## src/rtl/alu_arbiter_pkg.sv

```systemverilog
// Shared definitions for the two-requester ALU arbiter: sel codes, FSM encoding, flag layout.
package alu_arbiter_pkg;

    localparam int unsigned DEF_WIDTH   = 32;
    localparam int unsigned DEF_MAX_SEL = 5;
    localparam int unsigned SEL_W       = 4;
    localparam int unsigned NFLAGS      = 4;

    localparam logic [SEL_W-1:0] SEL_AND  = 4'b0000;
    localparam logic [SEL_W-1:0] SEL_OR   = 4'b0001;
    localparam logic [SEL_W-1:0] SEL_NOT  = 4'b0010;
    localparam logic [SEL_W-1:0] SEL_NOR  = 4'b0011;
    localparam logic [SEL_W-1:0] SEL_XOR  = 4'b0100;
    localparam logic [SEL_W-1:0] SEL_NAND = 4'b0101;

    localparam int unsigned FLAG_COUT = 3;
    localparam int unsigned FLAG_NEG  = 2;
    localparam int unsigned FLAG_ZERO = 1;
    localparam int unsigned FLAG_OVF  = 0;

    typedef enum logic [1:0] {
        IDLE = 2'd0,
        EXEC = 2'd1,
        RESP = 2'd2
    } state_e;

endpackage

```

## src/rtl/alu_arbiter_rr_arbiter2.sv

```systemverilog
// Two-way round-robin arbiter; the pointer moves to the loser on every accepted grant.
module rr_arbiter2
    import alu_arbiter_pkg::*;
(
    input  logic       clk,
    input  logic       rst_n,
    input  logic [1:0] req_i,
    input  logic       advance_i,
    output logic [1:0] grant_o,
    output logic       ptr_o
);

    logic ptr_q;
    logic ptr_d;

    // ptr_q == 1 means req1 wins a tie
    always_comb begin
        grant_o = 2'b00;
        ptr_d   = ptr_q;
        case (req_i)
            2'b01:   grant_o = 2'b01;
            2'b10:   grant_o = 2'b10;
            2'b11:   grant_o = ptr_q ? 2'b10 : 2'b01;
            default: grant_o = 2'b00;
        endcase
        if (advance_i && (grant_o != 2'b00)) begin
            ptr_d = grant_o[0];
        end
    end

    always_ff @(posedge clk or negedge rst_n) begin
        if (!rst_n) begin
            ptr_q <= 1'b0;
        end else begin
            ptr_q <= ptr_d;
        end
    end

    assign ptr_o = ptr_q;

endmodule

```

## src/rtl/alu_arbiter.sv

```systemverilog
// Shares one external combinational ALU between two valid/ready requesters and
// returns the captured result on a tagged response channel.
module alu_arbiter
    import alu_arbiter_pkg::*;
#(
    parameter int unsigned WIDTH   = DEF_WIDTH,
    parameter int unsigned MAX_SEL = DEF_MAX_SEL
) (
    input  logic                clk,
    input  logic                rst_n,
    input  logic                req0_valid,
    output logic                req0_ready,
    input  logic [WIDTH-1:0]    req0_a,
    input  logic [WIDTH-1:0]    req0_b,
    input  logic [SEL_W-1:0]    req0_sel,
    input  logic                req0_cin,
    input  logic                req1_valid,
    output logic                req1_ready,
    input  logic [WIDTH-1:0]    req1_a,
    input  logic [WIDTH-1:0]    req1_b,
    input  logic [SEL_W-1:0]    req1_sel,
    input  logic                req1_cin,
    output logic [WIDTH-1:0]    alu_a,
    output logic [WIDTH-1:0]    alu_b,
    output logic [SEL_W-1:0]    alu_sel,
    output logic                alu_cin,
    input  logic [WIDTH-1:0]    alu_y,
    input  logic                alu_cout,
    input  logic                alu_neg,
    input  logic                alu_zero,
    input  logic                alu_ovf,
    output logic                rsp_valid,
    input  logic                rsp_ready,
    output logic                rsp_id,
    output logic [WIDTH-1:0]    rsp_y,
    output logic [NFLAGS-1:0]   rsp_flags,
    output logic                rsp_err
);

    state_e state_q;
    state_e state_d;

    logic [1:0]        arb_req;
    logic [1:0]        arb_grant;
    logic              arb_ptr;
    logic              accept;
    logic              capture;
    logic              rsp_done;

    logic [WIDTH-1:0]  alu_a_q;
    logic [WIDTH-1:0]  alu_b_q;
    logic [SEL_W-1:0]  alu_sel_q;
    logic              alu_cin_q;
    logic              gid_q;
    logic              rsp_valid_q;
    logic              rsp_id_q;
    logic [WIDTH-1:0]  rsp_y_q;
    logic [NFLAGS-1:0] rsp_flags_q;
    logic              rsp_err_q;
    logic [NFLAGS-1:0] alu_flags;
    logic              sel_illegal;

    assign arb_req = {req1_valid, req0_valid};

    rr_arbiter2 u_arb (
        .clk       (clk),
        .rst_n     (rst_n),
        .req_i     (arb_req),
        .advance_i (accept),
        .grant_o   (arb_grant),
        .ptr_o     (arb_ptr)
    );

    always_ff @(posedge clk or negedge rst_n) begin
        if (!rst_n) begin
            state_q <= IDLE;
        end else begin
            state_q <= state_d;
        end
    end

    always_comb begin
        state_d  = state_q;
        accept   = 1'b0;
        capture  = 1'b0;
        rsp_done = 1'b0;
        case (state_q)
            IDLE: begin
                if (arb_req != 2'b00) begin
                    accept  = 1'b1;
                    state_d = EXEC;
                end
            end
            EXEC: begin
                capture = 1'b1;
                state_d = RESP;
            end
            RESP: begin
                if (rsp_ready) begin
                    rsp_done = 1'b1;
                    state_d  = IDLE;
                end
            end
            default: state_d = IDLE;
        endcase
    end

    // Ready is a same-cycle grant strobe; held low while reset is asserted
    assign req0_ready = rst_n & accept & arb_grant[0];
    assign req1_ready = rst_n & accept & arb_grant[1];

    always_comb begin
        alu_flags            = '0;
        alu_flags[FLAG_COUT] = alu_cout;
        alu_flags[FLAG_NEG]  = alu_neg;
        alu_flags[FLAG_ZERO] = alu_zero;
        alu_flags[FLAG_OVF]  = alu_ovf;
    end

    assign sel_illegal = (alu_sel_q > SEL_W'(MAX_SEL));

    always_ff @(posedge clk or negedge rst_n) begin
        if (!rst_n) begin
            alu_a_q     <= '0;
            alu_b_q     <= '0;
            alu_sel_q   <= '0;
            alu_cin_q   <= 1'b0;
            gid_q       <= 1'b0;
            rsp_valid_q <= 1'b0;
            rsp_id_q    <= 1'b0;
            rsp_y_q     <= '0;
            rsp_flags_q <= '0;
            rsp_err_q   <= 1'b0;
        end else begin
            if (accept) begin
                alu_a_q   <= arb_grant[1] ? req1_a   : req0_a;
                alu_b_q   <= arb_grant[1] ? req1_b   : req0_b;
                alu_sel_q <= arb_grant[1] ? req1_sel : req0_sel;
                alu_cin_q <= arb_grant[1] ? req1_cin : req0_cin;
                gid_q     <= arb_grant[1];
            end
            if (capture) begin
                rsp_valid_q <= 1'b1;
                rsp_id_q    <= gid_q;
                rsp_err_q   <= sel_illegal;
                rsp_y_q     <= sel_illegal ? '0 : alu_y;
                rsp_flags_q <= sel_illegal ? '0 : alu_flags;
            end else if (rsp_done) begin
                rsp_valid_q <= 1'b0;
            end
        end
    end

    // On a tie the grant must follow the pointer
    assert property (@(posedge clk) disable iff (!rst_n)
                     (arb_req == 2'b11) |-> (arb_grant[1] == arb_ptr));

    assign alu_a     = alu_a_q;
    assign alu_b     = alu_b_q;
    assign alu_sel   = alu_sel_q;
    assign alu_cin   = alu_cin_q;
    assign rsp_valid = rsp_valid_q;
    assign rsp_id    = rsp_id_q;
    assign rsp_y     = rsp_y_q;
    assign rsp_flags = rsp_flags_q;
    assign rsp_err   = rsp_err_q;

endmodule

```

## config.mk

```make
export PLATFORM = sky130hd
export DESIGN_NAME = alu_arbiter
export DESIGN_NICKNAME = d
export VERILOG_FILES = /design/src/rtl/alu_arbiter_pkg.sv /design/src/rtl/alu_arbiter_rr_arbiter2.sv /design/src/rtl/alu_arbiter.sv
export SDC_FILE = /design/constraint.sdc
export NUM_CORES = 1
export LEC_CHECK = 0
export ABC_AREA = 1
export CAP_MARGIN = 20
export CORE_ASPECT_RATIO = 1.25
export CORE_UTILIZATION = 43
export DETAILED_ROUTE_END_ITERATION = 8
export GPL_TIMING_DRIVEN = 0
export PLACE_DENSITY = 0.84
export SETUP_SLACK_MARGIN = 0.5
export SYNTH_ARGS = -nofsm -noshare
export SYNTH_HDL_FRONTEND = slang
export SYNTH_SLANG_ARGS = --single-unit
```

## constraint.sdc

```tcl
create_clock -name clk -period 1.9 [get_ports clk]
set_input_delay 0.475 -clock clk [delete_from_list [all_inputs] [get_ports clk]]
set_output_delay 0.475 -clock clk [all_outputs]
set_load 0.02 [all_outputs]
```

## After elaboration in Yosys (flattened, before gate mapping)

Cells that the tools add are included.

- $add $sub $neg: 0
- Eq/ne operators: 7
- Divide/modulo/power cells: 0
- Reduce and logical (&&, ||, !) cells: 6
- Shifts and indexed selects: 0
- Multiplexer cells: 18
- Bitwise gates (word level): 3
- Multiply operators: 0
- $lt $le $gt $ge: 1

Operators by type and width:

| operator | number |
|---|---|
| $mux 32 | 3 |
| $pmux 2 s3 | 2 |
| $mux 1 | 8 |
| $mux 4 | 2 |
| $eq 2x2->1 const B | 3 |
| $mux 2 | 3 |
| $reduce_bool 2->1 | 3 |
| $eq 2x1->1 const B | 2 |
| $gt 4x3->1 const B | 1 |
| $ne 2x2->1 const B | 2 |
| $and 1x1->1 | 3 |
| $logic_not 2->1 | 1 |
| $reduce_and 2->1 | 1 |
| $logic_and 1x1->1 | 1 |

- Bits in writable memories: 0
- Input port bits: 179
- Memory bits (read-only): 0
- Latch bits: 0
- Flip-flop bits (word level): 112
- Memories: 0
- Word-level logic and storage cells: 47
- Output and inout bits: 110

## Longest topological paths before layout

Gate-level depths: netlist of the first run.

- Word-level depth: 5
- Gate-level depth with buffers: 7
- Depth with buffers taken out: 6

## Cells and area by module

A second synthesis of the first run with hierarchy kept.

- Cell total of the unflattened synthesis: 720
- Area total of the unflattened synthesis: 5293.8 µm²

By module, submodules not included:

| module | cells each | seq. area each (µm²) | area an instance (µm²) | times used |
|---|---|---|---|---|
| alu_arbiter | 712 | 2777.7 | 5233.8 | 1 |
| rr_arbiter2 | 8 | 25.0 | 60.1 | 1 |

## Worst setup path before layout of the first run

No wires, ideal clock.

- Path type: input to output
- Start: in req1_valid
- End: out req1_ready
- Data required time: 1.425 ns
- Stages: 5
- Buffers on the path: 1
- Slack: 0.168 ns
- Arrival: 1.257 ns
- Cell sequence: nand3_1 -> clkbuf_1 -> nand2_1 -> nand2_1 -> nor2_1

- Cells in the longest elaborated chain, start to end: 5
- Elaborated cells between the ends (all ways): 9
- Classes of those cells: eq/ne (3); mux (3); bitwise (2); reduce/logical (1)

RTL lines:

| what | line | text |
|---|---|---|
| start, declared | alu_arbiter.sv:17 | `input logic req1_valid,` |
| $reduce_bool 2->1 | alu_arbiter.sv:89 | `if (arb_req != 2'b00) begin` |
| $mux 1 | alu_arbiter.sv:89 |  |
| $mux 1 | alu_arbiter.sv:87 | `case (state_q)` |
| $and 1x1->1 | alu_arbiter.sv:110 | `assign req1_ready = rst_n & accept & arb_grant[1];` |
| $and 1x1->1 * | alu_arbiter.sv:110 |  |
| end, declared | alu_arbiter.sv:18 | `output logic req1_ready,` |

Mark *: on every way between the ends. The rest lies on a longest branch, timed or not.

## Worst setup path after layout of the first run

- Start: reg u_arb.ptr_q (netlist: u_arb.ptr_o)
- End: out req0_ready

- Cells in the longest elaborated chain, start to end: 3

RTL lines:

| what | line | text |
|---|---|---|
| start, declared | alu_arbiter_rr_arbiter2.sv:13 | `logic ptr_q;` |
| start signal, assigned | alu_arbiter_rr_arbiter2.sv:35 | `ptr_q <= ptr_d;` |
| $mux 2 | alu_arbiter_rr_arbiter2.sv:23 | `2'b11: grant_o = ptr_q ? 2'b10 : 2'b01;` |
| $pmux 2 s3 | alu_arbiter_rr_arbiter2.sv:20 | `case (req_i)` |
| $and 1x1->1 | alu_arbiter.sv:109 | `assign req0_ready = rst_n & accept & arb_grant[0];` |
| end, declared | alu_arbiter.sv:12 | `output logic req0_ready,` |

No other way between the ends.

==> results of run 1 <==
==> power breakdown <==
| part | internal [W] | leakage, nW | switching, W |
|---|---|---|---|
| registers | 0.00348 | 1.40 | 0.000646 |
| clock network | 0.00102 | 0.142 | 0.000866 |
| logic | 0.00323 | 3.78 | 0.00426 |
| total | 0.00773 | 5.32 | 0.00578 |
==> cells in the mapped netlist <==
library cell and n:
dfrtp_1 112, buf_4 9, o21ai_0 5, clkbuf_1 11, inv_2 1, nor2_1 5
inv_1 145, buf_2 26, a21oi_2 1, nor2_4 1, nand3_1 177, nand2_1 289
==> kinds of logic after synthesis <==
kind of cell    count (synthesis)
compound gates                  6
simple gates                  472
buf+inv                       192
flops                         112
==> critical path: stages (launching register included) <==
cell and delay, ps:
dfrtp_1 420, buf_6 140, nand2_4 70, nand3_2 100, nor2_1 100, buf_4 160
==> state kept, by name (all words and copies together) (netlist names), 2 cells and up <==
name       flops
alu_a         32
alu_b         32
alu_sel        4
rsp_flags      4
rsp_y         32
state_q        2
==> repair_timing <==
item | 4_1_cts | 5_1_grt
gates resized for setup | 504 | 98
endpoints found under the setup margin | 212 | 159
hold buffers | 0 | 0
pin swaps | 5 | 3
buffers inserted | 10 | 29
endpoints found under the hold margin | 0 | 0
cloned | 1 | 0
==> metrics by stage <==
step	cells	total power (W)	setup TNS (ps)	util
3_3_place_gp	1238	0.0110	-465140	0.689
3_5_place_dp	1239	0.0112	-16230	0.691
2_1_floorplan	782	0.00776	0	-
6_report	1294	0.0135	0	0.728
5_1_grt	1294	0.0143	0	0.728
4_1_cts	1265	0.0126	0	0.691
==> final timing paths <==
kind / cells after the start / slack, ps / end
worst min register to register: 2 / 470 / alu_b[29]
worst max-delay path: 5 / 100 / req0_ready
worst max register to register: 9 / 370 / alu_a[25]
max in group asynchronous: 2 / 1200 / alu_sel[3]
min in group clk: 2 / 470 / alu_b[29]
worst min-delay path: 1 / 20 / rsp_y[5]
==> area by class of cell <==
class,count,area share
Sequential cell,112,0.303
Multi-Input combinational cell,478,0.228
Timing Repair Buffer,329,0.315
Clock inverter,6,0.00743
Inverter,146,0.0597
Tap cell,168,0.0227
Clock buffer,9,0.0243
Buffer,46,0.0389
==> routing by layer <==
metal,vias up,part of all wire,track usage
li1,3034,-,-
met4,0,0.039,0.121
met3,48,0.064,0.0644
met1,2942,0.39,0.295
met2,247,0.51,0.489
met5,-,0,0
==> flow_metrics.py, run 1 <==
metrics = {
    "synth": {
        "yosys.area_share.simple": 0.356,
        "synth_cells": 782,
        "synth_top_family_by_area": "simple AND/OR/NAND/NOR gates",
        "avgSynthCellArea_um2": 7.19,
        "syn_nets": 961,
        "synthDistinctLibCells": 12,
        "synth_top_area_frac": 0.498,
        "syn_area_um2": 5620,
        "synth_xor_xnor_area_share": 0,
        "synthTopCellsByArea": "dfrtp_1, nand2_1, nand3_1",
        "yosysTopAreaCell": "dfrtp_1",
        "seq_area_frac_synth": 0.498,
        "synth_compound_area_frac": 0.00601,
        "muxShareOfSynthArea": 0,
        "ys_ff_latch": 112,
        "synthAdderAreaFrac": 0,
        "yosysWarnings": 0,
    },
    "drt": {
        "drtIter0Drc": 317,
        "vias": 6271,
        "vias_per_cell": 4.85,
        "ant_nets": 0,
        "drc": 0,
        "finalWirelength_mm": 18.6,
        "firstDrtPassIters": 7,
        "routedWlPerCell_um": 14.4,
    },
    "die": {
        "initial_utilization": 0.442,
        "die_y_um": 130,
        "die_area_um2": 13500,
        "rows": 46,
        "num_io_pins": 289,
        "die_w_um": 104,
        "core_um2": 12700,
    },
    "sta": {
        "final.period_utilization": 0.949,
        "hold_ws_ps": 20.0,
        "tightest_slew_ps": 391,
        "rsz0062_at_grt": "true",
        "finalHoldViolCount": 0,
        "max_slew_margin": 0.739,
        "finClkSkew_ps": 14.2,
        "timing.final.ws_setup_ps": 97.2,
        "setup_violations": 0,
        "slew_viol_final": 0,
        "fmax_mhz": 555,
        "fin_crit_ps": 1800,
    },
    "finish": {
        "antenna_cells": 0,
        "multi_input_area_um2": 2110,
        "layout-drive-gt1-share": 0.206,
        "mostFrequentLayoutCells": "nand2_1, nand3_1, clkdlybuf4s50_1",
        "nFillCells": 1020,
        "syn2layout_area_growth_pct": 64.6,
        "final_common_cell": "nand2_1",
        "regArea_um2": 2810,
        "design_area_um2": 9260,
        "finalNetCount": 1301,
    },
    "clocking": {
        "cts-htree-levels": 3,
        "numCtsBuffers": 9,
        "clk_transition_reported_paths_ps": 70,
        "cts.sinks": 112,
        "clk_latency_ps": 350,
        "cts_tree": "built",
        "cts_max_path_buffers": 2,
        "cts-root-buf": "clkbuf_16",
    },
    "global_routing": {
        "antenna_found_initial": 0,
        "grt_max_degree": 65,
        "grtUsageTotal": 0.267,
        "overflow": 0,
        "grt_pass1_vias": 5991,
        "grt_pass1_wl_mm": 28.6,
    },
    "power": {
        "leakage_nw": 5.32,
        "p_per_area_nw_per_um2": 1460,
        "peakVddDrop_mv": 0.648,
    },
    "critical_path": {
        "setup.worst_path.start_class": "flop",
        "arrival_ps": 1330,
        "crit_type": "flop to output port",
        "crit_start": "u_arb.ptr_o",
        "critPathMaxFanout": 2,
        "reg2reg_from": "state_q[1]",
        "critPathRequiredTime_ps": 1420,
        "crit_path_end_kind": "output port",
    },
    "placement": {
        "gp_congestion": 0.827,
        "hpwl_mm": 13.6,
        "dp_slack_ps": -926,
        "port-buffer-count": 288,
        "place_area_um2": 8790,
    },
    "outcome": {
        "outcome": "completed",
    },
    "hold_path": {
        "min_path_type": "input pin to async pin",
    },
    "run": {
        "max-cap-violations": 0,
    },
}
Note: power is estimated with default switching activity, not from simulation.
==> run 2: changes to the inputs <==
--- a/config.mk
+++ b/config.mk
@@ -8,11 +8,13 @@
 export ABC_AREA = 1
 export CAP_MARGIN = 20
 export CORE_ASPECT_RATIO = 1.25
-export CORE_UTILIZATION = 43
+export CORE_MARGIN = 5
+export CORE_UTILIZATION = 42
 export DETAILED_ROUTE_END_ITERATION = 8
 export GPL_TIMING_DRIVEN = 0
 export PLACE_DENSITY = 0.84
 export SETUP_SLACK_MARGIN = 0.5
 export SYNTH_ARGS = -nofsm -noshare
 export SYNTH_HDL_FRONTEND = slang
+export SYNTH_HIERARCHICAL = 1
 export SYNTH_SLANG_ARGS = --single-unit
==> flow_metrics.py, run 2 <==
metrics = {
    "critical_path": {
        "setup.worst_path.start_class": "flop",
        "critical_path.slowest_cell": "dfrtp_1",
        "crit_path_frequent_cell": "buf_6",
        "critPathMaxStageDelay_ps": 350,
        "crit_path_end_kind": "output port",
        "regToRegSetupSlack_ps": 330,
        "critPathRequiredTime_ps": 1420,
        "crit_type": "flop to output port",
        "critPathMaxFanout": 2,
        "path_cells": "inv_1, a21boi_2, buf_6, buf_8, nand3_4, nor2_4, buf_6",
        "arrival_ps": 1370,
        "critPathBufInv": 4,
        "crit_family": "buffers and inverters",
    },
    "outcome": {
        "outcome": "completed",
    },
    "synth": {
        "synth_compound_area_frac": 0.0388,
        "syn_area_um2": 5290,
        "yosysWarnings": 6,
        "yosysTopAreaCell": "dfrtp_1",
        "synthTopCellsByArea": "dfrtp_1, nand2_1, nand3_1",
        "ys_top_cells_by_count": "nand2_1, dfrtp_1, nand3_1, o21ai_0, buf_2",
        "synth_edf_count": 0,
        "synth_cells": 720,
        "synthDistinctLibCells": 15,
        "synth_top_area_frac": 0.529,
        "synthAdderAreaFrac": 0,
        "ys.flop_type": "dfrtp_1",
        "async_reset_ff_frac": 1.00,
        "syn_nets": 899,
        "seq_area_frac_synth": 0.529,
        "avgSynthCellArea_um2": 7.35,
        "ys_ff_latch": 112,
        "yosys.area_share.simple": 0.377,
        "synth_xor_xnor_area_share": 0,
        "yosysMostFrequentCell": "nand2_1",
        "muxShareOfSynthArea": 0,
        "synth_top_family_by_area": "simple AND/OR/NAND/NOR gates",
    },
    "sta": {
        "slew_viol_final": 0,
        "rsz0062_at_grt": "true",
        "max_slew_margin": 0.709,
        "hold_ws_ps": 44.9,
        "fin_crit_ps": 1850,
        "tightest_slew_ps": 437,
        "fmax_mhz": 542,
        "finClkSkew_ps": 10.8,
        "finalHoldViolCount": 0,
        "final.period_utilization": 0.972,
        "setup_violations": 0,
        "timing.final.ws_setup_ps": 54.0,
    },
    "power": {
        "peakVddDrop_mv": 0.727,
        "finalPower_w": 0.0135,
        "leakage_nw": 4.71,
        "p_per_area_nw_per_um2": 1530,
    },
    "finish": {
        "layout-drive-gt1-share": 0.201,
        "final_common_cell": "nand2_1",
        "finalNetCount": 1225,
        "syn2layout_area_growth_pct": 66.9,
        "nFillCells": 1021,
        "antenna_cells": 0,
        "mostFrequentLayoutCells": "nand2_1, clkdlybuf4s50_1, dfrtp_1",
        "post-route-util": 0.720,
        "finalNonFillerCells": 1215,
    },
    "die": {
        "core_um2": 12300,
        "die_y_um": 136,
        "num_io_pins": 289,
        "die_area_um2": 15000,
        "rows": 45,
        "die_w_um": 110,
        "initial_utilization": 0.431,
    },
    "drt": {
        "firstDrtPassIters": 5,
        "drc": 0,
        "finalWirelength_mm": 19.7,
        "vias": 5890,
        "drtIter0Drc": 330,
        "routedWlPerCell_um": 16.2,
        "vias_per_cell": 4.85,
        "ant_nets": 0,
    },
    "clocking": {
        "numCtsBuffers": 9,
        "cts-htree-levels": 3,
        "cts-root-buf": "clkbuf_16",
        "clk_transition_reported_paths_ps": 70,
        "cts_max_path_buffers": 2,
        "clk_latency_ps": 340,
        "postCtsHoldBufs": 0,
        "cts_tree": "built",
        "cts.sinks": 112,
    },
    "placement": {
        "dp_slack_ps": -982,
        "port-buffer-count": 288,
        "gp_congestion": 0.831,
        "placed_cells": 1173,
        "hpwl_mm": 14.6,
    },
    "global_routing": {
        "grt_pass1_wl_mm": 30.8,
        "antenna_found_initial": 0,
        "grt_pass1_vias": 5939,
        "grtUsageTotal": 0.257,
        "overflow": 0,
        "grt_max_degree": 61,
    },
    "run": {
        "max-cap-violations": 0,
    },
    "hold_path": {
        "min_path_type": "input pin to async pin",
    },
}
-- run 2: final timing paths --
path	to	startpoint	cells after the start
max in group asynchronous	alu_b[0]	rst_n	2
min in group clk	u_arb/ptr_o	req0_valid	3
worst min-delay path	alu_b[16]	rst_n	1
worst max register to register	alu_b[20]	u_arb/ptr_o	12
worst min register to register	alu_b[31]	alu_b[31]	2
worst max-delay path	req1_ready	u_arb/ptr_o	7
-- run 2: layout make-up --
cell class	instances	area, um^2	share of cell area
clock inverters	5	129	0.0146
repair buffers	315	2740	0.310
flip-flops and latches	112	2800	0.317
well taps	164	205	0.0232
plain buffers	44	435	0.0493
clock buffers	11	233	0.0263
inverters	9	46.3	0.00524
multi-input cells	555	2250	0.254
-- run 2: cell families (layout without fill, tap and decap cells) --
group | after synthesis | in the layout
AO/OA/AOI/OAI | 40 | 40
buffers and inverters | 53 | 384
AND/OR/NAND/NOR | 515 | 515
flip-flops | 112 | 112
-- run 2: what timing repair did --
item | CTS | global route
resized for setup | 504 | 63
setup buffers | 15 | 9
endpoints found under the setup margin | 185 | 126
cloned | 1 | 1
pin swaps | 4 | 2
-- run 2: power breakdown --
group | total, W | switching [W] | internal (W)
clock | 0.00228 | 0.000850 | 0.00143
combinational | 0.00711 | 0.00431 | 0.00281
sequential | 0.00411 | 0.000640 | 0.00347
-- run 2: through the flow --
step           cell area, um^2  setup TNS, ps
2_1_floorplan             5350              0
3_3_place_gp              8430        -477860
3_5_place_dp              8460         -20350
4_1_cts                   8650              0
5_1_grt                   8840         -0.901
6_report                  8840              0
-- run 2: routing by layer --
metal | part of all wire | track usage
met3 | 0.084 | 0.0661
met5 | 0 | 0
met2 | 0.51 | 0.464
met4 | 0.021 | 0.0876
met1 | 0.38 | 0.296
==> run 3: changes to the inputs <==
--- a/config.mk
+++ b/config.mk
@@ -6,9 +6,8 @@
 export NUM_CORES = 1
 export LEC_CHECK = 0
 export ABC_AREA = 1
-export CAP_MARGIN = 20
+export CAP_MARGIN = 15
 export CORE_ASPECT_RATIO = 1.25
-export CORE_MARGIN = 5
 export CORE_UTILIZATION = 42
 export DETAILED_ROUTE_END_ITERATION = 8
 export GPL_TIMING_DRIVEN = 0
==> flow_metrics.py, run 3 (synthesis results as in run 2) <==
metrics = {
    "finish": {
        "syn2layout_area_growth_pct": 82.0,
        "design_area_um2": 9630,
        "post-route-util": 0.788,
        "mostFrequentLayoutCells": "nand2_1, clkdlybuf4s50_1, dfrtp_1",
        "layout-drive-gt1-share": 0.339,
        "finalNetCount": 1247,
        "final_common_cell": "nand2_1",
    },
    "sta": {
        "fin_crit_ps": 1860,
        "fmax_mhz": 539,
        "slew_viol_final": 0,
        "max_slew_margin": 0.703,
        "rsz0062_at_grt": "true",
        "final.period_utilization": 0.977,
        "finClkSkew_ps": 5.99,
        "setup_violations": 0,
        "tightest_slew_ps": 445,
        "finalHoldViolCount": 0,
    },
    "global_routing": {
        "grt_max_degree": 61,
        "grt_pass1_wl_mm": 28.9,
        "grt_pass1_vias": 5712,
        "grtUsageTotal": 0.292,
        "overflow": 0,
        "antenna_found_initial": 1,
    },
    "power": {
        "leakage_nw": 5.03,
        "p_per_area_nw_per_um2": 1430,
        "peakVddDrop_mv": 0.708,
    },
    "placement": {
        "port-buffer-count": 288,
        "place_area_um2": 8460,
        "hpwl_mm": 13.6,
        "gp_congestion": 0.822,
    },
    "drt": {
        "drtIter0Drc": 237,
        "vias_per_cell": 5.01,
        "routedWlPerCell_um": 16.6,
        "drc": 0,
        "vias": 6201,
        "ant_nets": 0,
        "firstDrtPassIters": 5,
        "finalWirelength_mm": 20.6,
    },
    "hold_path": {
        "min_path_type": "input pin to async pin",
    },
    "critical_path": {
        "setup.worst_path.start_class": "flop",
        "crit_type": "flop to output port",
        "critPathMaxFanout": 2,
        "critPathRequiredTime_ps": 1420,
        "crit_path_end_kind": "output port",
        "arrival_ps": 1380,
        "reg2reg_from": "u_arb/ptr_o",
        "crit_start": "u_arb/ptr_o",
    },
    "die": {
        "num_io_pins": 289,
        "rows": 45,
        "initial_utilization": 0.433,
        "die_y_um": 128,
        "die_w_um": 102,
        "die_area_um2": 13100,
        "core_um2": 12200,
    },
    "outcome": {
        "outcome": "completed",
    },
    "clocking": {
        "cts-htree-levels": 3,
        "clk_transition_reported_paths_ps": 70,
        "numCtsBuffers": 9,
        "cts_tree": "built",
        "cts_max_path_buffers": 2,
        "clk_latency_ps": 340,
        "cts-root-buf": "clkbuf_16",
        "cts.sinks": 112,
    },
    "run": {
        "max-cap-violations": 0,
    },
}
## run 3: cell types whose count changed in the layout (fill, tap and decap cells not counted), moves of 4 or more
cell       delta
nand2_2      +87
buf_12        +5
buf_2        +10
buf_6         +5
nand2_4      +43
nand2_1     -130
bufinv_16     -4
buf_8         +7
buf_4         -8
buf_16        +4
## run 3: cell type report
cell class                 instances  area, um^2
clock buffer                      12         256
clock inverter                     3        17.5
multi-input combinational        555        2790
timing repair buffer             336        3040
tap                              164         205
buffer                            44         452
timing repair inverter             1        16.3
antenna                            1        2.50
fill                             835        2580
sequential                       112        2800
inverter                           9        52.6
## run 3: power by group
group | internal (W) | switching (W) | total [W] | leakage, nW
Clock | 0.000952 | 0.000831 | 0.00178 | 0.134
Combinational | 0.00316 | 0.00471 | 0.00786 | 3.49
Sequential | 0.00347 | 0.000615 | 0.00408 | 1.41
Total | 0.00758 | 0.00615 | 0.0137 | 5.03
## run 3: final timing paths
path,end,slack (ps),depth (start not counted)
setup reg to reg,alu_a[31],150,14
min in group clk,u_arb/ptr_o,440,3
max in group asynchronous,alu_a[25],1160,2
setup / recovery,req0_ready,40,5
hold / removal,alu_b[12],90,1
hold reg to reg,alu_b[12],470,2
## run 3: per-layer routing
layer / GRT usage / vias up / wire length [um]
met5: 0 / - / 0
met3: 0.0706 / 72 / 1590
li1: - / 2912 / -
met4: 0.169 / 0 / 907
met1: 0.329 / 2901 / 7460
met2: 0.499 / 316 / 10600
## run 3: through the flow
stage	setup TNS [ps]	power, W	cells	hold WS, ps	setup slack (ps)
3_3_place_gp	-478490	0.0112	1172	456	-4660
2_1_floorplan	0	0.00787	720	179	307
3_5_place_dp	-21080	0.0114	1173	464	-972
5_1_grt	-29.5	0.0145	1237	112	-15.0
4_1_cts	0	0.0129	1223	106	36.6
6_report	0	0.0137	1237	91.8	43.6
## run 3: critical path: stages, from the launching register on
cell	delay (ps)
dfrtp_1	390
buf_4	140
a21boi_1	150
nand2_1	100
nor2_4	140
buf_6	120
## run 3: timing repair
item	4_1_cts	5_1_grt
endpoints found under the setup margin	190	110
gates cloned	11	2
pin swaps	18	66
hold buffers	0	0
buffers inserted	24	11
gates resized for setup	566	197
